**config.mk**
```make
export PLATFORM = sky130hd
export DESIGN_NAME = prog_loader
export DESIGN_NICKNAME = d
export VERILOG_FILES = /design/src/rtl/prog_loader.sv
export SDC_FILE = /design/constraint.sdc
export NUM_CORES = 1
export LEC_CHECK = 0
export CAP_MARGIN = 0
export CORE_MARGIN = 3
export CORE_UTILIZATION = 45
export CTS_BUF_LIST = sky130_fd_sc_hd__clkbuf_8
export CTS_CLUSTER_DIAMETER = 100
export DETAILED_ROUTE_END_ITERATION = 7
export PLACE_DENSITY = 0.74
export SLEW_MARGIN = 30
export SYNTH_ARGS = -nofsm -noshare
export SYNTH_HDL_FRONTEND = slang
export SYNTH_SLANG_ARGS = --single-unit
export TNS_END_PERCENT = 100
```
**constraint.sdc**
```tcl
create_clock -name clk -period 6.6 [get_ports clk]
set_input_delay 1.32 -clock clk [delete_from_list [all_inputs] [get_ports clk]]
set_output_delay 1.32 -clock clk [all_outputs]
set_load 0.02 [all_outputs]
```
**src/rtl/prog_loader.sv**
```systemverilog
`default_nettype none
// ============================================================================
//  Module   : prog_loader
//  Purpose  : Streams a byte-serial program into instruction memory as 32-bit
//             big-endian words while holding the CPU, then releases it.
//  Revision : 1.0 - initial release
// ============================================================================
module prog_loader #(
    parameter int unsigned MAX_WORDS = 256,
    parameter logic [31:0] BASE_ADDR = 32'h0000_0000
) (
    input  logic        clk,
    input  logic        rst,
    input  logic        start,
    input  logic [15:0] word_count,
    input  logic        in_valid,
    input  logic [7:0]  in_data,
    output logic        in_ready,
    output logic        im_we,
    output logic [31:0] im_addr,
    output logic [31:0] im_wdata,
    output logic        cpu_hold,
    output logic        pc_reset,
    output logic        busy,
    output logic        done,
    output logic        err
);

    localparam logic [1:0]  c_st_idle   = 2'd0;
    localparam logic [1:0]  c_st_recv   = 2'd1;
    localparam logic [1:0]  c_st_write  = 2'd2;
    localparam logic [1:0]  c_st_done   = 2'd3;
    localparam logic [31:0] c_max_words = MAX_WORDS;

    logic [1:0]  r_state;
    logic [1:0]  w_next;
    logic [15:0] r_count;
    logic [15:0] r_widx;
    logic [1:0]  r_bidx;
    logic [23:0] r_shift;
    logic        r_we;
    logic [31:0] r_addr;
    logic [31:0] r_wdata;
    logic        r_err;

    logic        w_start_ok;
    logic        w_too_many;
    logic        w_accept;
    logic        w_last_byte;
    logic [15:0] w_widx_inc;

    assign w_start_ok  = (r_state == c_st_idle) && start;
    assign w_too_many  = {16'd0, word_count} > c_max_words;
    assign w_accept    = (r_state == c_st_recv) && in_valid;
    assign w_last_byte = w_accept && (r_bidx == 2'd3);
    assign w_widx_inc  = r_widx + 16'd1;

    always_ff @(posedge clk or posedge rst) begin
        if (rst) begin
            r_state <= c_st_idle;
        end else begin
            r_state <= w_next;
        end
    end

    always_comb begin
        w_next = r_state;
        case (r_state)
            c_st_idle: begin
                if (start) begin
                    // Empty or oversized loads finish immediately without touching memory
                    if ((word_count == 16'd0) || w_too_many) begin
                        w_next = c_st_done;
                    end else begin
                        w_next = c_st_recv;
                    end
                end
            end
            c_st_recv: begin
                if (w_last_byte) begin
                    w_next = c_st_write;
                end
            end
            c_st_write: begin
                w_next = (w_widx_inc == r_count) ? c_st_done : c_st_recv;
            end
            c_st_done: begin
                w_next = c_st_idle;
            end
            default: begin
                w_next = c_st_idle;
            end
        endcase
    end

    always_ff @(posedge clk or posedge rst) begin
        if (rst) begin
            r_count <= 16'd0;
            r_widx  <= 16'd0;
            r_bidx  <= 2'd0;
            r_shift <= 24'd0;
            r_we    <= 1'b0;
            r_addr  <= BASE_ADDR;
            r_wdata <= 32'd0;
            r_err   <= 1'b0;
        end else begin
            if (w_start_ok) begin
                r_count <= word_count;
                r_widx  <= 16'd0;
                r_bidx  <= 2'd0;
                r_addr  <= BASE_ADDR;
                r_err   <= w_too_many;
            end
            if (w_accept) begin
                r_shift <= {r_shift[15:0], in_data};
                r_bidx  <= r_bidx + 2'd1;
            end
            // Memory-side outputs are loaded together so they stay frozen outside WRITE
            if (w_last_byte) begin
                r_we    <= 1'b1;
                r_wdata <= {r_shift, in_data};
                r_addr  <= BASE_ADDR + {14'd0, r_widx, 2'b00};
            end
            if (r_state == c_st_write) begin
                r_we   <= 1'b0;
                r_widx <= w_widx_inc;
            end
        end
    end

    assign in_ready = (r_state == c_st_recv);
    assign busy     = (r_state != c_st_idle);
    assign cpu_hold = busy;
    assign done     = (r_state == c_st_done);
    assign pc_reset = done;
    assign im_we    = r_we;
    assign im_addr  = r_addr;
    assign im_wdata = r_wdata;
    assign err      = r_err;

endmodule
`default_nettype wire

```
==> out/results.ini, run 1 <==
[setup_path]
ff2ff_path_depth = 7
criticalPathCategory = register to output port
crit_path_max_fanout = 8
critPathArrivalTime_ns = 2.02
cpLargestDelayFamily = buffers and inverters
crit_chain = nor2b_1, clkdlybuf4s50_1
worstPathRequired_ns = 5.28
crit_buf_inv = 1
cp-end-kind = output port
cp.depth = 2
critPathMaxStageDelay_ns = 0.73
worst_path_max_delay_cell = clkdlybuf4s50_1
start_kind = register

[route]
drtPass1Iterations = 5
wl_met2_mm = 5.34
wl_per_cell_um = 14.8
drc = 0
maxUsedRoutingLayer = met4
num_vias = 3826
viasPerCell = 5.14
ant_nets = 0
wl_met1_mm = 4.95
wirelength_mm = 11.0
drtIter0Drc = 272
wl_met3_um = 622

[clock_tree]
clkLatencyLatePin_ns = 0.38
cts_resized = 0
tritoncts.num_buffers = 9
path_clk_slew_ns = 0.11
cts_root_buf = clkbuf_8
cts_tree = done
h-tree-depth = 3
cts_buffer_depth = 2
cts_sinks = 110
ctsHoldBuffers = 0
post_cts_buffers = 0

[layout]
areaGrowthSynthToFinish_pct = 21.4
nNetsFinal = 629
final_design_area_no_fill_um2 = 6120
layout-drive-gt1-share = 0.0944
nFillCells = 979
final-seq-area_um2 = 2750
diodes = 0
multi_input_area_um2 = 2090

[pwr]
power.density_nw_per_um2 = 399
power.share.switching = 0.362
p_leak_nw = 2.86
clkPwrFrac = 0.191
vdd_drop_max_uv = 178
p_sw_mw = 0.884
power_frac_seq = 0.440
pwr-share-comb = 0.369
p_int_mw = 1.56
fin_total_pwr_mw = 2.44

[worst_hold_path]
hold_class = register to register
hold-path-cell-count = 2

[global_route]
grt_pass1_wl_mm = 18.5
grt_antenna_before_repair = 0
grt_usage = 0.182
grt_max_degree = 82
grt-ovfl-total = 0
grt_pass1_vias = 3729

[floorplanning]
ios = 99
fp.dieW_um = 112
num_rows = 38
initial_core_util = 0.463
die_y_um = 112
die_area_um2 = 12500
coreArea_um2 = 10900

[timing]
fin_crit_sh = 0.506
clock_skew_ns = 0.0132
tns_ns = 0
setup_ws_ns = 3.26
setup_viol = 0
relSlewSlack = 0.506
slew_violations = 0
hold_viol = 0
rsz0062_at_grt = no
max_slew.worst_pin.slew_ns = 0.739
timing.fmax_mhz = 300
period_needed_ns = 3.34

[placement]
io_buffers = 82
placed_cell_area_um2 = 5880
hpwl_mm = 7.86
place_ws_ns = 3.24
place_congestion = 0.889

[logic_synthesis]
netlist_instances = 533
ys_seq_area_frac = 0.546
synth-seq-cells = 110
syn_area_per_cell_um2 = 9.46
synth_edf_count = 0
synth_top_cell_area_share = 0.546
synth.cell_area_um2 = 5040
yosys-top-cells-count = nand2_1 (196), dfrtp_1 (110), nand3_1 (28), o21ai_0 (28), mux2_2 (24)
yosysUniqueCellTypes = 48
synthTopCellsByArea = dfrtp_1 (55%), nand2_1 (15%), mux2_2 (5.4%)
ys.warnings.count = 0
synth.most_common_cell = nand2_1
yosysTopAreaCell = dfrtp_1
synth-async-reset-ratio = 1.00
synthFlopType = dfrtp_1

[run_status]
status = finished, final reports clean

[run]
drv_cap = 0

[layout make-up]
type,count,share of cell area
multi-input combinational,389,0.342
tap,140,0.0286
clock buffer,9,0.0202
clock inverter,7,0.0182
sequential,110,0.449
timing repair buffer,86,0.140
inverter,3,0.00225
[cells by family (layout without fill, tap and decap cells)]
kind of cell / after synthesis / after routing / share of synthesized area
other cells: 1 / 16 / 0.000744
fa+ha+maj: 2 / 2 / 0.00496
buf+inv: 49 / 105 / 0.0533
simple gates: 273 / 273 / 0.238
flops: 110 / 110 / 0.546
mux: 25 / 25 / 0.0556
xor+xnor: 25 / 25 / 0.0464
compound gates: 48 / 48 / 0.0553
[worst reg2reg max path, stage by stage (launching register included)]
cell       delay, ns
dfrtp_1         0.53
ha_1            0.35
xor3_1          0.26
nor4_1          0.21
o21ai_0         0.18
a2111oi_0       0.42
o211ai_1        0.16
o31ai_1         0.21
[power groups by stage]
stage          Sequential [mW]  Combinational (mW)  Clock, mW
2_1_floorplan             1.16               0.471          0
3_3_place_gp              1.08               0.879          0
3_5_place_dp              1.09               0.906          0
4_1_cts                   1.08               0.910      0.477
5_1_grt                   1.11               0.988      0.502
6_report                  1.08               0.900      0.467
[path summary, 6_finish.rpt]
| kind | to | start | slack [ns] |
|---|---|---|---|
| max in group asynchronous | r_shift[4]$_DFFE_PP0P_ | rst | 4.30 |
| hold / removal | im_wdata[29]$_DFFE_PP0P_ | r_shift[21]$_DFFE_PP0P_ | 0.48 |
| setup reg to reg | r_state[1]$_DFFE_PP0P_ | r_widx[0]$_DFFE_PP0P_ | 4.21 |
| hold reg to reg | im_wdata[29]$_DFFE_PP0P_ | r_shift[21]$_DFFE_PP0P_ | 0.48 |
| setup / recovery | in_ready | r_state[1]$_DFFE_PP0P_ | 3.26 |
| min in group asynchronous | r_count[2]$_DFFE_PP0P_ | rst | 1.28 |
[registers in the layout, summed over array words and instances, names as in the netlist]
signal	flops
im_addr	16
im_we	1
r_shift	24
im_wdata	32
r_widx	16
r_state	2
r_count	16
err	1
r_bidx	2
[cell usage in the layout, fill, tap and decap left out, types with 2 or more instances in the layout]
| cell | synthesis | routed |
|---|---|---|
| nand2_1 | 196 | 195 |
| dfrtp_1 | 110 | 110 |
| clkdlybuf4s50_1 | 0 | 82 |
| o21ai_0 | 28 | 28 |
| nand3_1 | 28 | 27 |
| mux2_2 | 24 | 24 |
| xnor2_1 | 21 | 21 |
| conb_1 | 1 | 16 |
| nor2_1 | 14 | 14 |
| clkbuf_8 | 0 | 9 |
| o31ai_1 | 6 | 6 |
| a21oi_1 | 6 | 6 |
| nor3_1 | 4 | 4 |
| nor4_1 | 4 | 4 |
| nor2b_1 | 3 | 3 |
| and3_1 | 3 | 3 |
| xor2_1 | 3 | 3 |
| inv_8 | 0 | 3 |
| buf_4 | 18 | 3 |
| nand3_4 | 1 | 2 |
| nand2b_1 | 2 | 2 |
| inv_1 | 3 | 2 |
| nand4_1 | 2 | 2 |
| and2_1 | 2 | 2 |
| and4_1 | 2 | 2 |
| nor4_2 | 2 | 2 |
| ha_1 | 2 | 2 |
| bufinv_16 | 0 | 2 |
[through the flow]
step | instances | util | hold WS (ns)
2_1_floorplan | 548 | - | 0.433
3_3_place_gp | 728 | 0.540 | 0.445
3_5_place_dp | 728 | 0.540 | 0.451
4_1_cts | 744 | 0.561 | 0.479
5_1_grt | 744 | 0.563 | 0.501
6_report | 744 | 0.563 | 0.478
[metal layers]
metal  global-route usage  vias to the layer above
li1                     -                     1858
met1                0.259                     1850
met2                0.286                      111
met3               0.0353                        7
met4               0.0495                        0
met5                    0                        -
Note: power is estimated with default switching activity, not from simulation.
==> run 2, diff against run 1 <==
- PLACE_DENSITY: 0.74 -> 0.77
- clock period: 6.6 -> 2.7 ns (I/O delays scaled with it)
==> out/results.ini, run 2 (synthesis results as in run 1) <==
[timing]
timing.fmax_mhz = 415
slew_violations = 0  ; unchanged
period_needed_ns = 2.41
whs_ns = 0.479  ; was 0.478 ns
setup_ws_ns = 0.293  ; was 3.26 ns
hold_viol = 0  ; unchanged
clock_skew_ns = 0.0159  ; was 0.0132 ns
rsz0062_at_grt = no  ; unchanged
tns_ns = 0  ; unchanged
fin_crit_sh = 0.892
setup_viol = 0  ; unchanged

[placement]
io_buffers = 82  ; unchanged
placed_cell_area_um2 = 5980  ; was 5880 µm²
place_congestion = 0.875  ; was 0.889
place_ws_ns = 0.443  ; was 3.24 ns
dp_cells = 737  ; was 728
hpwl_mm = 8.27  ; was 7.86 mm

[clock_tree]
cts_sinks = 110  ; unchanged
post_cts_buffers = 0  ; unchanged
cts_root_buf = clkbuf_8  ; unchanged
ctsHoldBuffers = 0  ; unchanged
cts_resized = 0  ; unchanged
cts_tree = done  ; unchanged
tritoncts.num_buffers = 9  ; unchanged
path_clk_slew_ns = 0.11  ; about the same
h-tree-depth = 3  ; unchanged
cts_buffer_depth = 2  ; unchanged
clkLatencyLatePin_ns = 0.37  ; was 0.38 ns

[route]
wirelength_mm = 11.2  ; was 11.0 mm
drtPass1Iterations = 4  ; was 5
ant_nets = 0  ; unchanged
viasPerCell = 5.10  ; was 5.14
wl_per_cell_um = 14.9  ; was 14.8 µm
drtIter0Drc = 345  ; was 272
drc = 0  ; unchanged
num_vias = 3844  ; was 3826

[setup_path]
critPathArrivalTime_ns = 1.87  ; was 2.02 ns
crit_buf_inv = 1  ; unchanged
rrSetupSlack_ns = 0.42  ; was 4.21 ns
startpoint = r_state[0]$_DFFE_PP0P_  ; was r_state[1]$_DFFE_PP0P_
worstReg2RegStart = r_widx[0]$_DFFE_PP0P_  ; unchanged
cpLargestDelayFamily = buffers and inverters  ; unchanged
crit_chain = nor2b_1, clkdlybuf4s50_1  ; unchanged
worstPathRequired_ns = 2.16  ; was 5.28 ns
criticalPathCategory = register to output port  ; unchanged
crit_path_max_fanout = 6  ; was 8
worst_path_max_delay_cell = clkdlybuf4s50_1  ; unchanged
critPathMaxStageDelay_ns = 0.70  ; was 0.73 ns
ff2ff_path_depth = 6  ; was 7
cp-end-kind = output port  ; unchanged
r2r-end = r_state[1]$_DFFE_PP0P_  ; unchanged
start_kind = register  ; unchanged

[layout]
largest_reg_flops = 32  ; unchanged
diodes = 0  ; unchanged
areaGrowthSynthToFinish_pct = 22.6  ; was 21.4%
final_cell_mix = nand2_1 (196), dfrtp_1 (110), clkdlybuf4s50_1 (82)  ; was nand2_1 (195), dfrtp_1 (110), clkdlybuf4s50_1 (82)
final_cells = 753  ; was 744
final_util = 0.568  ; was 0.563
layout_commonest_cell = nand2_1  ; unchanged
layout-drive-gt1-share = 0.106  ; was 0.0944
nNetsFinal = 638  ; was 629
final_design_area_no_fill_um2 = 6180  ; was 6120 µm²

[worst_hold_path]
hold_path.startpoint = r_shift[18]$_DFFE_PP0P_  ; was r_shift[21]$_DFFE_PP0P_
hold-path-cell-count = 2  ; unchanged
hold_class = register to register  ; unchanged
holdPathEnd = im_wdata[26]$_DFFE_PP0P_  ; was im_wdata[29]$_DFFE_PP0P_

[pwr]
p_int_mw = 3.72  ; was 1.56 mW
clkPwrFrac = 0.167  ; was 0.191
power.density_nw_per_um2 = 955  ; was 399 nW/µm²
vdd_drop_max_uv = 484  ; was 178 µV
power_frac_seq = 0.450  ; was 0.440
fin_total_pwr_mw = 5.90  ; was 2.44 mW
p_leak_nw = 2.90  ; was 2.86 nW
power.share.switching = 0.370  ; was 0.362
p_sw_mw = 2.18  ; was 0.884 mW
pwr-share-comb = 0.383  ; was 0.369

[floorplanning]
coreArea_um2 = 10900  ; unchanged
num_rows = 38  ; unchanged
fp.dieW_um = 112  ; unchanged
die_y_um = 112  ; unchanged
initial_core_util = 0.463  ; unchanged
die_area_um2 = 12500  ; unchanged
ios = 99  ; unchanged

[global_route]
grt_pass1_vias = 3825  ; was 3729
grt_pass1_wl_mm = 19.2  ; was 18.5 mm
grt_max_degree = 62  ; was 82
grt_antenna_before_repair = 0  ; unchanged
grt_usage = 0.188  ; was 0.182
grt-ovfl-total = 0  ; unchanged

[run_status]
status = finished, final reports clean  ; unchanged

[run]
drv_cap = 0  ; unchanged

==> run 2: cell types whose count changed in the layout (fill, tap and decap cells not counted), moves of 2 or more <==
cell	delta
clkbuf_8	+2
bufinv_16	-2
buf_4	+7
buf_12	+3
==> run 2: cell type report <==
cell class	count	area [µm²]
clock buffers	11	151
clock inverters	5	48.8
fillers	963	4710
inverters	3	15.0
multi-input cells	389	2080
flip-flops and latches	110	2750
well taps	140	175
repair buffers	95	956
==> run 2: worst max-delay path by stage <==
| stage | cells past startpoint | slack [ns] | end |
|---|---|---|---|
| floorplan | 8 | 0.65 | r_state[1]$_DFFE_PP0P_ |
| global placement | 7 | 0.54 | r_state[1]$_DFFE_PP0P_ |
| detailed placement | 6 | 0.44 | r_state[1]$_DFFE_PP0P_ |
| CTS | 2 | 0.26 | in_ready |
| global route | 2 | 0.18 | in_ready |
| finish | 2 | 0.29 | in_ready |
==> run 2: per-layer routing <==
| layer | routed length, µm | part of all wire | GRT usage |
|---|---|---|---|
| met5 | 0 | 0 | 0 |
| met2 | 5280 | 0.47 | 0.297 |
| met4 | 178 | 0.016 | 0.0576 |
| met3 | 556 | 0.050 | 0.0315 |
| met1 | 5190 | 0.46 | 0.268 |
==> run 2: power by group through the flow <==
| stage | logic [mW] | registers (mW) | clock network, mW |
|---|---|---|---|
| 6_report | 2.26 | 2.65 | 0.988 |
| 5_1_grt | 2.48 | 2.73 | 1.08 |
| 4_1_cts | 2.29 | 2.65 | 1.01 |
| 3_5_place_dp | 2.29 | 2.69 | 0 |
| 3_3_place_gp | 2.22 | 2.65 | 0 |
| 2_1_floorplan | 1.15 | 2.85 | 0 |
==> run 2: worst min-delay path, stage by stage, from the launching register on <==
cell and delay (ns):
dfrtp_1 0.36, nand2_1 0.05, nand2_1 0.05
